`config.mk`:
```
export PLATFORM = sky130hd
export DESIGN_NAME = ins_dec_rv32i_pipe
export DESIGN_NICKNAME = d
export VERILOG_FILES = /design/src/rtl/ins_dec_rv32i_pipe.sv
export SDC_FILE = /design/constraint.sdc
export NUM_CORES = 1
export LEC_CHECK = 0
export BUFFER_PORTS_ARGS = -buffer_cell sky130_fd_sc_hd__buf_2
export CAP_MARGIN = 5
export CORE_MARGIN = 2
export CORE_UTILIZATION = 53
export CTS_CLUSTER_SIZE = 28
export DETAILED_ROUTE_END_ITERATION = 7
export GPL_TIMING_DRIVEN = 0
export PLACE_DENSITY = 0.79
export SLEW_MARGIN = 20
export SYNTH_ARGS = -nofsm -noshare
export SYNTH_HDL_FRONTEND = slang
export SYNTH_SLANG_ARGS = --single-unit
```
`constraint.sdc`:
```
create_clock -name clk_i -period 3.5 [get_ports clk_i]
set_input_delay 0.175 -clock clk_i [delete_from_list [all_inputs] [get_ports clk_i]]
set_output_delay 0.175 -clock clk_i [all_outputs]
set_load 0.01 [all_outputs]
```
`src/rtl/ins_dec_rv32i_pipe.sv`:
```
// RV32I decode stage: registered field/immediate decoder with valid/ready and a 1-entry skid buffer.
// Optional illegal-encoding flag is built when INS_DEC_ILLEGAL_CHECK_EN is defined.
module ins_dec_rv32i_pipe #(
  parameter int XLEN  = 32,
  parameter int FMT_W = 3
) (
  input  logic             clk_i,
  input  logic             rst_i,
  input  logic             flush_i,
  input  logic             in_valid_i,
  output logic             in_ready_o,
  input  logic [31:0]      in_ins_i,
  input  logic [XLEN-1:0]  in_pc_i,
  output logic             out_valid_o,
  input  logic             out_ready_i,
  output logic [6:0]       out_op_o,
  output logic [2:0]       out_funct3_o,
  output logic [6:0]       out_funct7_o,
  output logic [4:0]       out_rs1_o,
  output logic [4:0]       out_rs2_o,
  output logic [4:0]       out_rd_o,
  output logic [XLEN-1:0]  out_imm_o,
  output logic [FMT_W-1:0] out_fmt_o,
  output logic [XLEN-1:0]  out_pc_o,
  output logic             out_illegal_o
);

  localparam logic [FMT_W-1:0] FMT_R   = FMT_W'(0);
  localparam logic [FMT_W-1:0] FMT_I   = FMT_W'(1);
  localparam logic [FMT_W-1:0] FMT_S   = FMT_W'(2);
  localparam logic [FMT_W-1:0] FMT_B   = FMT_W'(3);
  localparam logic [FMT_W-1:0] FMT_U   = FMT_W'(4);
  localparam logic [FMT_W-1:0] FMT_J   = FMT_W'(5);
  localparam logic [FMT_W-1:0] FMT_UNK = FMT_W'(7);

  typedef struct packed {
    logic [6:0]       op;
    logic [2:0]       funct3;
    logic [6:0]       funct7;
    logic [4:0]       rs1;
    logic [4:0]       rs2;
    logic [4:0]       rd;
    logic [XLEN-1:0]  imm;
    logic [FMT_W-1:0] fmt;
  } dec_t;

  localparam dec_t DEC_RST = '{fmt: FMT_UNK, default: '0};

  function automatic dec_t decode(input logic [31:0] ins);
    dec_t        d;
    logic [31:0] imm32;
    d     = DEC_RST;
    imm32 = '0;
    d.op  = ins[6:0];
    case (ins[6:0])
      7'b0110011:                                                 d.fmt = FMT_R;
      7'b0010011, 7'b0000011, 7'b1100111, 7'b0001111, 7'b1110011: d.fmt = FMT_I;
      7'b0100011:                                                 d.fmt = FMT_S;
      7'b1100011:                                                 d.fmt = FMT_B;
      7'b0110111, 7'b0010111:                                     d.fmt = FMT_U;
      7'b1101111:                                                 d.fmt = FMT_J;
      default:                                                    d.fmt = FMT_UNK;
    endcase
    case (d.fmt)
      FMT_I: begin
        d.funct3 = ins[14:12]; d.rs1 = ins[19:15]; d.rd = ins[11:7];
        imm32 = {{20{ins[31]}}, ins[31:20]};
      end
      FMT_S: begin
        d.funct3 = ins[14:12]; d.rs1 = ins[19:15]; d.rs2 = ins[24:20];
        imm32 = {{20{ins[31]}}, ins[31:25], ins[11:7]};
      end
      FMT_B: begin
        d.funct3 = ins[14:12]; d.rs1 = ins[19:15]; d.rs2 = ins[24:20];
        imm32 = {{19{ins[31]}}, ins[31], ins[7], ins[30:25], ins[11:8], 1'b0};
      end
      FMT_U: begin
        d.rd  = ins[11:7];
        imm32 = {ins[31:12], 12'h000};
      end
      FMT_J: begin
        d.rd  = ins[11:7];
        imm32 = {{11{ins[31]}}, ins[31], ins[19:12], ins[20], ins[30:21], 1'b0};
      end
      default: begin
        // R and unknown opcodes both expose the raw register/funct fields, no immediate
        d.funct3 = ins[14:12]; d.funct7 = ins[31:25];
        d.rs1 = ins[19:15]; d.rs2 = ins[24:20]; d.rd = ins[11:7];
      end
    endcase
    d.imm = XLEN'($signed(imm32));
    return d;
  endfunction

  dec_t            out_q, out_d, dec_src;
  logic [XLEN-1:0] pc_q, pc_d, skid_pc_q, skid_pc_d, src_pc;
  logic [31:0]     skid_ins_q, skid_ins_d, src_ins;
  logic            valid_q, valid_d, skid_full_q, skid_full_d;
  logic            accept, load_out;

  assign in_ready_o = ~skid_full_q;
  assign accept     = in_valid_i & in_ready_o;
  assign load_out   = ~valid_q | out_ready_i;
  assign src_ins    = skid_full_q ? skid_ins_q : in_ins_i;
  assign src_pc     = skid_full_q ? skid_pc_q : in_pc_i;
  assign dec_src    = decode(src_ins);

  always_comb begin
    out_d       = out_q;
    pc_d        = pc_q;
    valid_d     = valid_q;
    skid_full_d = skid_full_q;
    skid_ins_d  = skid_ins_q;
    skid_pc_d   = skid_pc_q;
    if (flush_i) begin
      valid_d     = 1'b0;
      skid_full_d = 1'b0;
    end else if (load_out) begin
      // skid full implies in_ready=0, so no accept can compete with the drain
      if (skid_full_q || accept) begin
        out_d   = dec_src;
        pc_d    = src_pc;
        valid_d = 1'b1;
      end else begin
        valid_d = 1'b0;
      end
      skid_full_d = 1'b0;
    end else if (accept) begin
      skid_full_d = 1'b1;
      skid_ins_d  = in_ins_i;
      skid_pc_d   = in_pc_i;
    end
  end

  always_ff @(posedge clk_i) begin
    if (rst_i) begin
      out_q       <= DEC_RST;
      pc_q        <= '0;
      valid_q     <= 1'b0;
      skid_full_q <= 1'b0;
      skid_ins_q  <= '0;
      skid_pc_q   <= '0;
    end else begin
      out_q       <= out_d;
      pc_q        <= pc_d;
      valid_q     <= valid_d;
      skid_full_q <= skid_full_d;
      skid_ins_q  <= skid_ins_d;
      skid_pc_q   <= skid_pc_d;
    end
  end

`ifdef INS_DEC_ILLEGAL_CHECK_EN
  function automatic logic illegal_chk(input logic [31:0] ins, input logic [FMT_W-1:0] fmt);
    logic [2:0] f3;
    logic [6:0] f7;
    logic       ill;
    f3  = ins[14:12];
    f7  = ins[31:25];
    ill = (ins[1:0] != 2'b11) || (fmt == FMT_UNK);
    case (ins[6:0])
      7'b0000011: if (f3 inside {3'd3, 3'd6, 3'd7}) ill = 1'b1;
      7'b0100011: if (f3 > 3'd2) ill = 1'b1;
      7'b1100011: if (f3 inside {3'd2, 3'd3}) ill = 1'b1;
      7'b1100111: if (f3 != 3'd0) ill = 1'b1;
      7'b0110011: begin
        if (f7 != 7'h00 && f7 != 7'h20) ill = 1'b1;
        if (f7 == 7'h20 && !(f3 inside {3'd0, 3'd5})) ill = 1'b1;
      end
      7'b0010011: begin
        if (f3 == 3'd1 && f7 != 7'h00) ill = 1'b1;
        if (f3 == 3'd5 && f7 != 7'h00 && f7 != 7'h20) ill = 1'b1;
      end
      default: ;
    endcase
    return ill;
  endfunction

  logic ill_q, ill_d;

  always_comb begin
    ill_d = ill_q;
    if (!flush_i && load_out && (skid_full_q || accept)) ill_d = illegal_chk(src_ins, dec_src.fmt);
  end

  always_ff @(posedge clk_i) begin
    if (rst_i) ill_q <= 1'b0;
    else       ill_q <= ill_d;
  end

  assign out_illegal_o = ill_q;
`else
  assign out_illegal_o = 1'b0;
`endif

  assign out_valid_o  = valid_q;
  assign out_op_o     = out_q.op;
  assign out_funct3_o = out_q.funct3;
  assign out_funct7_o = out_q.funct7;
  assign out_rs1_o    = out_q.rs1;
  assign out_rs2_o    = out_q.rs2;
  assign out_rd_o     = out_q.rd;
  assign out_imm_o    = out_q.imm;
  assign out_fmt_o    = out_q.fmt;
  assign out_pc_o     = pc_q;

endmodule

```
==> results.json, run 1 <==
{
  "irDropWorstVdd_uv": 310,
  "vias": 6841,
  "rows": 42,
  "powerDensity_nw_per_um2": 480,
  "synthArstFlopShare_pct": 0,
  "gp_congestion": 0.920,
  "grt_overflow": 0,
  "ys_seq_elements": 165,
  "synth-edff-count": 0,
  "antenna_found_initial": 2,
  "fill_cells": 1013,
  "critical_path.cell_chain": "buf_6 > mux2i_4 > nand3_1 > a211o_1 > clkbuf_2 > ha_1 > o31a_1 > nor3_2 > o32ai_1 > a22o_1",
  "final_antenna_net_count": 0,
  "crit_path_max_incr_delay_ns": 0.46,
  "fmax_ghz": 0.298,
  "synth_fp_nets": 853,
  "syn_avg_cell_area_um2": 9.02,
  "skew_ns": 0.00636,
  "worst_hold_path_type": "input pin to flip-flop",
  "wl_per_cell_um": 17.0,
  "grt_pass1_vias": 6302,
  "port_buffers": 169,
  "synth_cell_types": 65,
  "hold_viol": 0,
  "dpl.hpwl_um": 13800,
  "initial_core_util_pct": 53.8,
  "dp.cells": 1126,
  "r2r-start": "skid_full_q",
  "die_w_um": 119,
  "arrival_ns": 3.68,
  "cts_num_sinks": 165,
  "drive_gt1_share_pct": 24.3,
  "root_buffer": "clkbuf_16",
  "dieArea_um2": 14200,
  "cp.required_ns": 3.82,
  "synth_area_um2": 7040,
  "io_pins": 171,
  "viasPerCell": 5.69,
  "status": "finished, final reports clean",
  "dp_worst_setup_slack_ns": 0.0140,
  "setup_tns_ns": 0,
  "first_pass_iters": 5,
  "route.detailed.drc": 0,
  "tightest_slew_ns": 0.882,
  "setup_violations": 0,
  "synth_top_area_share_pct": 46.9,
  "synth_warnings": 0,
  "design_area_um2": 9220,
  "synth_top_flop_cell": "dfxtp_1",
  "netlist_top_cells_area": "dfxtp_1, mux2i_1, nand2_1, a21oi_1, a211oi_1",
  "synth_compound_area_share_pct": 21.3,
  "cts_made_buffers": 17,
  "path_buf_inv": 2,
  "clockBufferDepth": 2,
  "fin_hold_ws_ns": 0.00787,
  "cts_tree": "yes",
  "htree_levels": 4,
  "coreArea_um2": 13100,
  "grt_max_degree": 17,
  "drtIter0Drc": 518,
  "synthMuxAreaShare_pct": 10.5,
  "crit_type": "flip-flop to flip-flop",
  "multi_input_area_um2": 3490,
  "yosysTopAreaCell": "dfxtp_1",
  "critical_path.startpoint": "skid_full_q",
  "syn2layout_area_growth_pct": 30.9,
  "wl_um": 20400,
  "place_area_um2": 8110,
  "worst_r2r_endpoint": "out_imm_o[12]",
  "reg2reg_slack_ns": 0.14,
  "syn_inst": 781,
  "utilization_pct": 70.5,
  "max_cap_viol_count": 0,
  "register_area_um2": 3300,
  "path_max_fanout": 11,
  "crit_slowest_cell": "nor3_2",
  "grt_pass1_wl_um": 31600,
  "rsz0062_at_grt": "true",
  "synth_adder_area_share_pct": 0.533,
  "leakagePower_nw": 3.61,
  "grt_usage_pct": 28.3,
  "crit_path_start_kind": "flip-flop",
  "num_antenna_cells": 0,
  "total_power_mw": 4.43,
  "fin_cells": 1202,
  "clk_pin_slew_ns": 0.06,
  "synth-seq-area-share_pct": 46.9,
  "fin_crit_ns": 3.36,
  "reg2reg_depth": 10,
  "synth_top_family_by_area": "compound AO/OA/AOI/OAI gates",
  "crit_end": "out_imm_o[12]",
  "finalWorstSetupSlack_ns": 0.142,
  "drv_slew": 0,
  "crit_path_end_kind": "flip-flop",
  "min_from": "in_ins_i[27]",
  "nets": 1085,
  "insertion_delay_ns": 0.43,
  "synth_simple_gate_area_share_pct": 16.7,
  "synthXorXnorAreaFrac_pct": 0.124,
  "crit_family": "compound AO/OA/AOI/OAI gates",
  "fin_crit_sh_pct": 95.9,
  "slew_headroom_pct": 41.2,
  "path_depth": 10,
  "dieHeight_um": 119
}
-- worst reg2reg max path, delay by kind of cell (launching register included) --
family	cells	cell delay [ns]
AOI/OAI and AO/OA	4	1.08
and+or+nand+nor	2	0.58
buffers and inverters	2	0.47
DFF	1	0.45
muxes	1	0.39
adders and majority gates	1	0.29
-- cell type report --
cell class,count,share of cell area (%)
timing repair buffer,213,13.9
tap,176,2.39
inverter,8,0.326
sequential,165,35.8
buffer,58,2.69
multi-input combinational,550,37.8
clock inverter,11,1.86
clock buffer,21,5.21
-- registers in the layout, summed over array words and instances (netlist names) --
register,count
out_op_o,7
skid_pc_q,32
out_funct7_o,7
skid_ins_q,32
out_pc_o,32
out_valid_o,1
out_funct3_o,3
out_imm_o,32
out_rs2_o,5
skid_full_q,1
out_fmt_o,3
out_rd_o,5
out_rs1_o,5
-- where the power goes --
group,switching [mW],total (mW),internal (mW)
combinational,0.262,0.440,0.178
sequential,0.0290,1.96,1.93
clock,0.758,2.03,1.27
total,1.05,4.43,3.38
-- synth_stat cells, types with 7 or more instances --
cell        n
nand2_1   145
a22o_1     28
mux2i_1    56
dfxtp_1   165
o31ai_1     8
mux2_2      7
a211oi_1   41
nor2_1     71
o32ai_1     9
clkbuf_1   43
nor3_1     18
inv_1       7
a21oi_1    78
nor4_1      7
-- metal layers --
layer / global-route usage (%) / wire length (µm) / vias to the layer above
li1: - / - / 3252
met1: 34.6 / 8270 / 3228
met2: 47.6 / 10000 / 322
met3: 7.09 / 1620 / 39
met4: 11.5 / 484 / 0
met5: 0 / 0 / -
-- what timing repair did --
| action | CTS | global route |
|---|---|---|
| endpoints found under the setup margin | 1 | 35 |
| endpoints found under the hold margin | 43 | 0 |
| pin swaps | 1 | 0 |
| setup buffers | 1 | 0 |
| gates resized for setup | 0 | 5 |
| hold buffers | 43 | 0 |
-- cell families after synthesis --
logic type,count (synthesis)
xor gates and xnor gates,1
other,1
adders and majority gates,3
DFF,165
muxes,69
AOI/OAI and AO/OA,207
and+or+nand+nor,269
buffers and inverters,66
-- layout by cell type (no fill, tap or decap), types with 8 or more instances in the layout --
cell type / n
dfxtp_1: 165
buf_2: 174
o32ai_1: 8
nand2_1: 145
a22o_1: 28
nor3_1: 18
nor2_1: 71
o31ai_1: 8
clkbuf_1: 42
dlygate4sd3_1: 43
clkbuf_16: 17
a211oi_1: 41
mux2i_1: 56
a21oi_1: 78
-- worst min-delay path by stage --
stage / to / slack, ns / depth (start not counted)
finish: skid_ins_q[27] / 0.008 / 3
global route: skid_ins_q[27] / 0.0009 / 3
CTS: skid_pc_q[6] / 0.0003 / 3
detailed placement: skid_pc_q[5] / 0.43 / 3
global placement: skid_pc_q[30] / 0.43 / 3
floorplan: skid_full_q / 0.25 / 1
Power figures use the tool's default switching activity.
==> run 2, diff against run 1 <==
--- a/config.mk
+++ b/config.mk
@@ -8,5 +8,4 @@
 export BUFFER_PORTS_ARGS = -buffer_cell sky130_fd_sc_hd__buf_2
 export CAP_MARGIN = 5
-export CORE_MARGIN = 2
 export CORE_UTILIZATION = 53
 export CTS_CLUSTER_SIZE = 28
==> constraint.sdc (replaced) <==
create_clock -name clk_i -period 3.5 [get_ports clk_i]
set_input_delay 0.175 -clock clk_i [delete_from_list [all_inputs] [get_ports clk_i]]
set_output_delay 0.175 -clock clk_i [all_outputs]
set_load 0.1 [all_outputs]
==> run 2 against run 1 <==
Compared with the run above: the flow now finishes with violations (hold timing); count of clock-buffer cells in the layout is the same; non-clock buffer count shrank 19; via count shrank 3.2%; design area shrank 3.3%; clock skew grew 0.0020 ns; total power grew 0.26%; maximum frequency grew 0.69%; routed wire length shrank 1.9%; combinational power grew 71%; flip-flop and latch count is the same; register-to-register slack gained 0.02 ns; first-iteration DRC count shrank 4.1%; critical path type unchanged; critical endpoint is now out_imm_o[29].
==> results.json, run 2 (same netlist as run 1, synthesis figures left out) <==
{
  "first_pass_iters": 5,
  "violations": "hold timing",
  "grt_usage_pct": 29.3,
  "crit_path_max_incr_delay_ns": 0.44,
  "skew_ns": 0.00836,
  "worst_hold_path_type": "input pin to flip-flop",
  "dieHeight_um": 117,
  "tightest_slew_ns": 0.867,
  "fill_cells": 1008,
  "wl_um": 20000,
  "viasPerCell": 5.62,
  "drtIter0Drc": 497,
  "io_pins": 171,
  "cp.required_ns": 3.86,
  "fmax_ghz": 0.300,
  "grt_pass1_vias": 5947,
  "final_common_cell": "buf_2",
  "final_antenna_net_count": 0,
  "cts_tree": "yes",
  "fin_hold_ws_ns": -0.00135,
  "clk_pin_slew_ns": 0.06,
  "cts_num_sinks": 165,
  "critical_path.cell_chain": "buf_6 > mux2i_4 > nand3_1 > a211o_1 > clkbuf_2 > ha_1 > o31a_1 > or3_4 > buf_6 > o31ai_1 > a22o_1",
  "arrival_ns": 3.70,
  "drive_gt1_share_pct": 24.6,
  "setup_violations": 0,
  "utilization_pct": 69.9,
  "root_buffer": "clkbuf_16",
  "vias": 6619,
  "initial_core_util_pct": 55.1,
  "grt_overflow": 0,
  "rows": 41,
  "grt_pass1_wl_um": 30300,
  "clockBufferDepth": 2,
  "crit_type": "flip-flop to flip-flop",
  "port_buffers": 169,
  "dp_worst_setup_slack_ns": 0.0631,
  "coreArea_um2": 12800,
  "syn2layout_area_growth_pct": 26.7,
  "leakagePower_nw": 3.49,
  "grt_max_degree": 17,
  "die_w_um": 117,
  "slew_headroom_pct": 42.2,
  "fin_crit_sh_pct": 95.3,
  "fin_crit_ns": 3.33,
  "irDropWorstVdd_uv": 404,
  "htree_levels": 4,
  "final_cell_mix": "buf_2, dfxtp_1, nand2_1",
  "gp_congestion": 0.881,
  "path_max_fanout": 11,
  "register_area_um2": 3300,
  "powerDensity_nw_per_um2": 498,
  "hold_viol": 2,
  "antenna_found_initial": 0,
  "num_antenna_cells": 0,
  "crit_slowest_cell": "dfxtp_1",
  "insertion_delay_ns": 0.43,
  "multi_input_area_um2": 3490,
  "cp_common_cell": "buf_6",
  "dieArea_um2": 13800,
  "drv_slew": 0,
  "dpl.hpwl_um": 13900,
  "crit_path_start_kind": "flip-flop",
  "wl_per_cell_um": 17.0,
  "cts_made_buffers": 17,
  "crit_path_end_kind": "flip-flop",
  "finalWorstSetupSlack_ns": 0.165,
  "route.detailed.drc": 0,
  "status": "complete, but fails checks",
  "max_cap_viol_count": 0,
  "nets": 1066
}
==> run 2: changes by cell type in the layout (fill, tap and decap cells not counted), sizes merged <==
cell / before / now
clkinvlp: 2 / 3
buf: 185 / 187
clkinv: 4 / 6
inv: 9 / 8
dlygate4sd3: 43 / 22
bufinv: 4 / 1
==> run 2: path summary, 6_finish.rpt <==
path / cells past startpoint / startpoint / slack (ns) / end
setup / recovery: 11 / skid_full_q / 0.17 / out_imm_o[29]
hold / removal: 3 / in_pc_i[29] / -0.001 / skid_pc_q[29]
setup reg to reg: 11 / skid_full_q / 0.17 / out_imm_o[29]
hold reg to reg: 2 / skid_pc_q[25] / 0.45 / skid_pc_q[25]
==> run 2: cell type report <==
class / count / share of cell area (%)
multi-input cells: 550 / 39.2
flip-flops and latches: 165 / 37.0
repair buffers: 194 / 12.2
clock buffers: 21 / 5.16
plain buffers: 58 / 2.78
well taps: 172 / 2.41
clock inverters: 10 / 0.926
inverters: 8 / 0.337
==> run 2: per-layer routing <==
metal	up-vias	part of all wire, %	global-route usage [%]
li1	3211	-	-
met2	266	47	48.2
met5	-	0	0
met4	0	1.8	9.03
met3	32	7.1	7.42
met1	3110	44	37.7
==> run 2: through the flow <==
stage | hold WS (ns) | total power, mW | area (µm²) | setup TNS, ns | std cells
2_1_floorplan | 0.253 | 2.55 | 7040 | 0 | 781
3_3_place_gp | 0.429 | 2.71 | 8100 | 0 | 1122
3_5_place_dp | 0.434 | 2.72 | 8100 | 0 | 1122
4_1_cts | 0.000979 | 4.43 | 8870 | 0 | 1175
5_1_grt | 0.00249 | 4.58 | 8920 | -0.00109 | 1178
6_report | -0.00135 | 4.44 | 8920 | 0 | 1178
==> run 2: power by group <==
part | internal, mW | total, mW | switching (mW)
Combinational | 0.165 | 0.752 | 0.587
Clock | 1.00 | 1.73 | 0.726
Sequential | 1.93 | 1.96 | 0.0294
Total | 3.10 | 4.44 | 1.34
==> run 2: timing repair <==
action / CTS / global route
hold endpoints to repair: 22 / 0
resized for setup: 0 / 6
setup buffers: 0 / 3
endpoints found under the setup margin: 0 / 38
hold buffers: 22 / 0
==> run 2: critical path: cells and delay by family, from the launching register on <==
kind                       cells  cell delay, ns
buffers and inverters          3            0.62
muxes                          1            0.36
and+or+nand+nor                2            0.53
DFF                            1            0.44
AOI/OAI and AO/OA              4            1.02
adders and majority gates      1            0.28
==> run 3, diff against run 2 <==
CAP_MARGIN = 20   (was 5)
CORE_ASPECT_RATIO = 1.75   (was not set)
==> run 3 against run 2 <==
Compared with the run above: the run now ends clean; combinational power grew 2%; first-iteration DRC count down 48%; utilization grew 0.79 points; sequential share of layout area fell by 0.88 points; largest cell class unchanged; clock power increased by 9%; critical path type unchanged; final cell count rose by 1.6%; global-route usage increased by 0.28 points; via count is 1.9% higher; critical path depth down 2; total power rose by 3.7%; die area increased by 0.13%; non-clock buffer count increased by 19.
==> results.json, run 3 (same netlist as run 1, synthesis figures left out) <==
{
  "cp.required_ns": 3.81,
  "powerDensity_nw_per_um2": 504,
  "first_pass_iters": 5,
  "drv_slew": 0,
  "fin_cells": 1197,
  "crit_slowest_cell": "o31ai_2",
  "irDropWorstVdd_uv": 332,
  "max_cap_viol_count": 0,
  "cts_tree": "yes",
  "dp_worst_setup_slack_ns": 0.0528,
  "crit_path_max_incr_delay_ns": 0.55,
  "finalWorstSetupSlack_ns": 0.145,
  "fmax_ghz": 0.298,
  "crit_path_end_kind": "flip-flop",
  "io_pins": 171,
  "syn2layout_area_growth_pct": 29.8,
  "dp.cells": 1121,
  "num_antenna_cells": 0,
  "crit_type": "flip-flop to flip-flop",
  "dieArea_um2": 13800,
  "coreArea_um2": 12900,
  "route.detailed.drc": 0,
  "hold_viol": 0,
  "drtIter0Drc": 256,
  "htree_levels": 4,
  "fill_cells": 1114,
  "die_w_um": 89.1,
  "clockBufferDepth": 2,
  "insertion_delay_ns": 0.43,
  "utilization_pct": 70.6,
  "rows": 55,
  "setup_violations": 0,
  "skew_ns": 0.0130,
  "path_max_fanout": 11,
  "worst_hold_path_type": "input pin to flip-flop",
  "grt_pass1_vias": 6262,
  "final_common_cell": "buf_2",
  "design_area_um2": 9140,
  "fin_hold_ws_ns": 0.00394,
  "grt_max_degree": 17,
  "final_cell_mix": "buf_2, dfxtp_1, nand2_1",
  "setup_tns_ns": 0,
  "critical_path.cell_chain": "buf_6 > mux2i_4 > nand3_1 > a211o_1 > clkbuf_2 > ha_1 > o31ai_2 > nor2_2 > a211o_1",
  "status": "finished, final reports clean",
  "root_buffer": "clkbuf_16",
  "initial_core_util_pct": 54.4,
  "dpl.hpwl_um": 14400,
  "leakagePower_nw": 3.57,
  "fin_crit_ns": 3.36,
  "slew_headroom_pct": 42.2,
  "port_buffers": 169,
  "dieHeight_um": 154,
  "cts_num_sinks": 165,
  "gp_congestion": 0.940,
  "final_antenna_net_count": 0,
  "nets": 1085,
  "vias": 6746,
  "wl_um": 20100,
  "crit_path_start_kind": "flip-flop",
  "place_area_um2": 8100,
  "rsz0062_at_grt": "false",
  "fin_crit_sh_pct": 95.9,
  "antenna_found_initial": 0,
  "arrival_ns": 3.66,
  "cp_common_cell": "a211o_1",
  "wl_per_cell_um": 16.8,
  "grt_usage_pct": 29.5,
  "total_power_mw": 4.60,
  "grt_pass1_wl_um": 31100,
  "drive_gt1_share_pct": 24.0,
  "grt_overflow": 0,
  "clk_pin_slew_ns": 0.07,
  "cts_made_buffers": 17,
  "tightest_slew_ns": 0.868,
  "viasPerCell": 5.64
}
[run 3: changes by cell type in the layout (fill, tap and decap cells not counted), sizes merged]
| cell | previous run | this run |
|---|---|---|
| dlygate4sd3 | 22 | 43 |
| inv | 8 | 12 |
| clkinv | 6 | 3 |
| buf | 187 | 185 |
| bufinv | 1 | 2 |
| clkbuf | 64 | 63 |
[run 3: critical path: cells and delay by family, from the launching register on]
family	cells	cell delay, ns
buffers and inverters	2	0.48
muxes	1	0.39
AOI/OAI and AO/OA	3	1.24
and+or+nand+nor	2	0.26
adders and majority gates	1	0.41
DFF	1	0.45
[run 3: layer usage]
metal  global-route usage, %  part of all wire, %  vias up
met5                       0                    0        -
met4                    15.2                  4.2        0
met3                    6.46                  5.3       58
met2                    52.9                   53      257
met1                    31.4                   37     3181
li1                        -                    -     3250
[run 3: where the power goes]
group,switching (mW),internal (mW),leakage [nW]
registers,0.0278,1.93,1.34
logic,0.586,0.178,1.96
clock network,0.799,1.08,0.278
total,1.41,3.19,3.57
[run 3: repair_timing]
action | 4_1_cts | 5_1_grt
endpoints found under the setup margin | 0 | 30
hold buffers | 42 | 1
buffers inserted | 0 | 1
endpoints found under the hold margin | 42 | 1
gates resized for setup | 0 | 3
[run 3: cell type report]
cell class	instances	area [µm²]	share of cell area, %
repair buffers	213	1280	14.0
clock buffers	20	447	4.89
multi-input cells	550	3470	38.0
plain buffers	58	248	2.71
clock inverters	12	144	1.57
inverters	8	30.0	0.329
flip-flops and latches	165	3300	36.1
well taps	171	214	2.34
[run 3: worst paths after layout]
path	slack, ns	endpoint	from	cells after the start
setup / recovery	0.14	out_imm_o[22]	skid_full_q	9
hold / removal	0.004	skid_pc_q[30]	in_pc_i[30]	3
setup reg to reg	0.14	out_imm_o[22]	skid_full_q	9
hold reg to reg	0.44	out_rs2_o[0]	out_rs2_o[0]	2
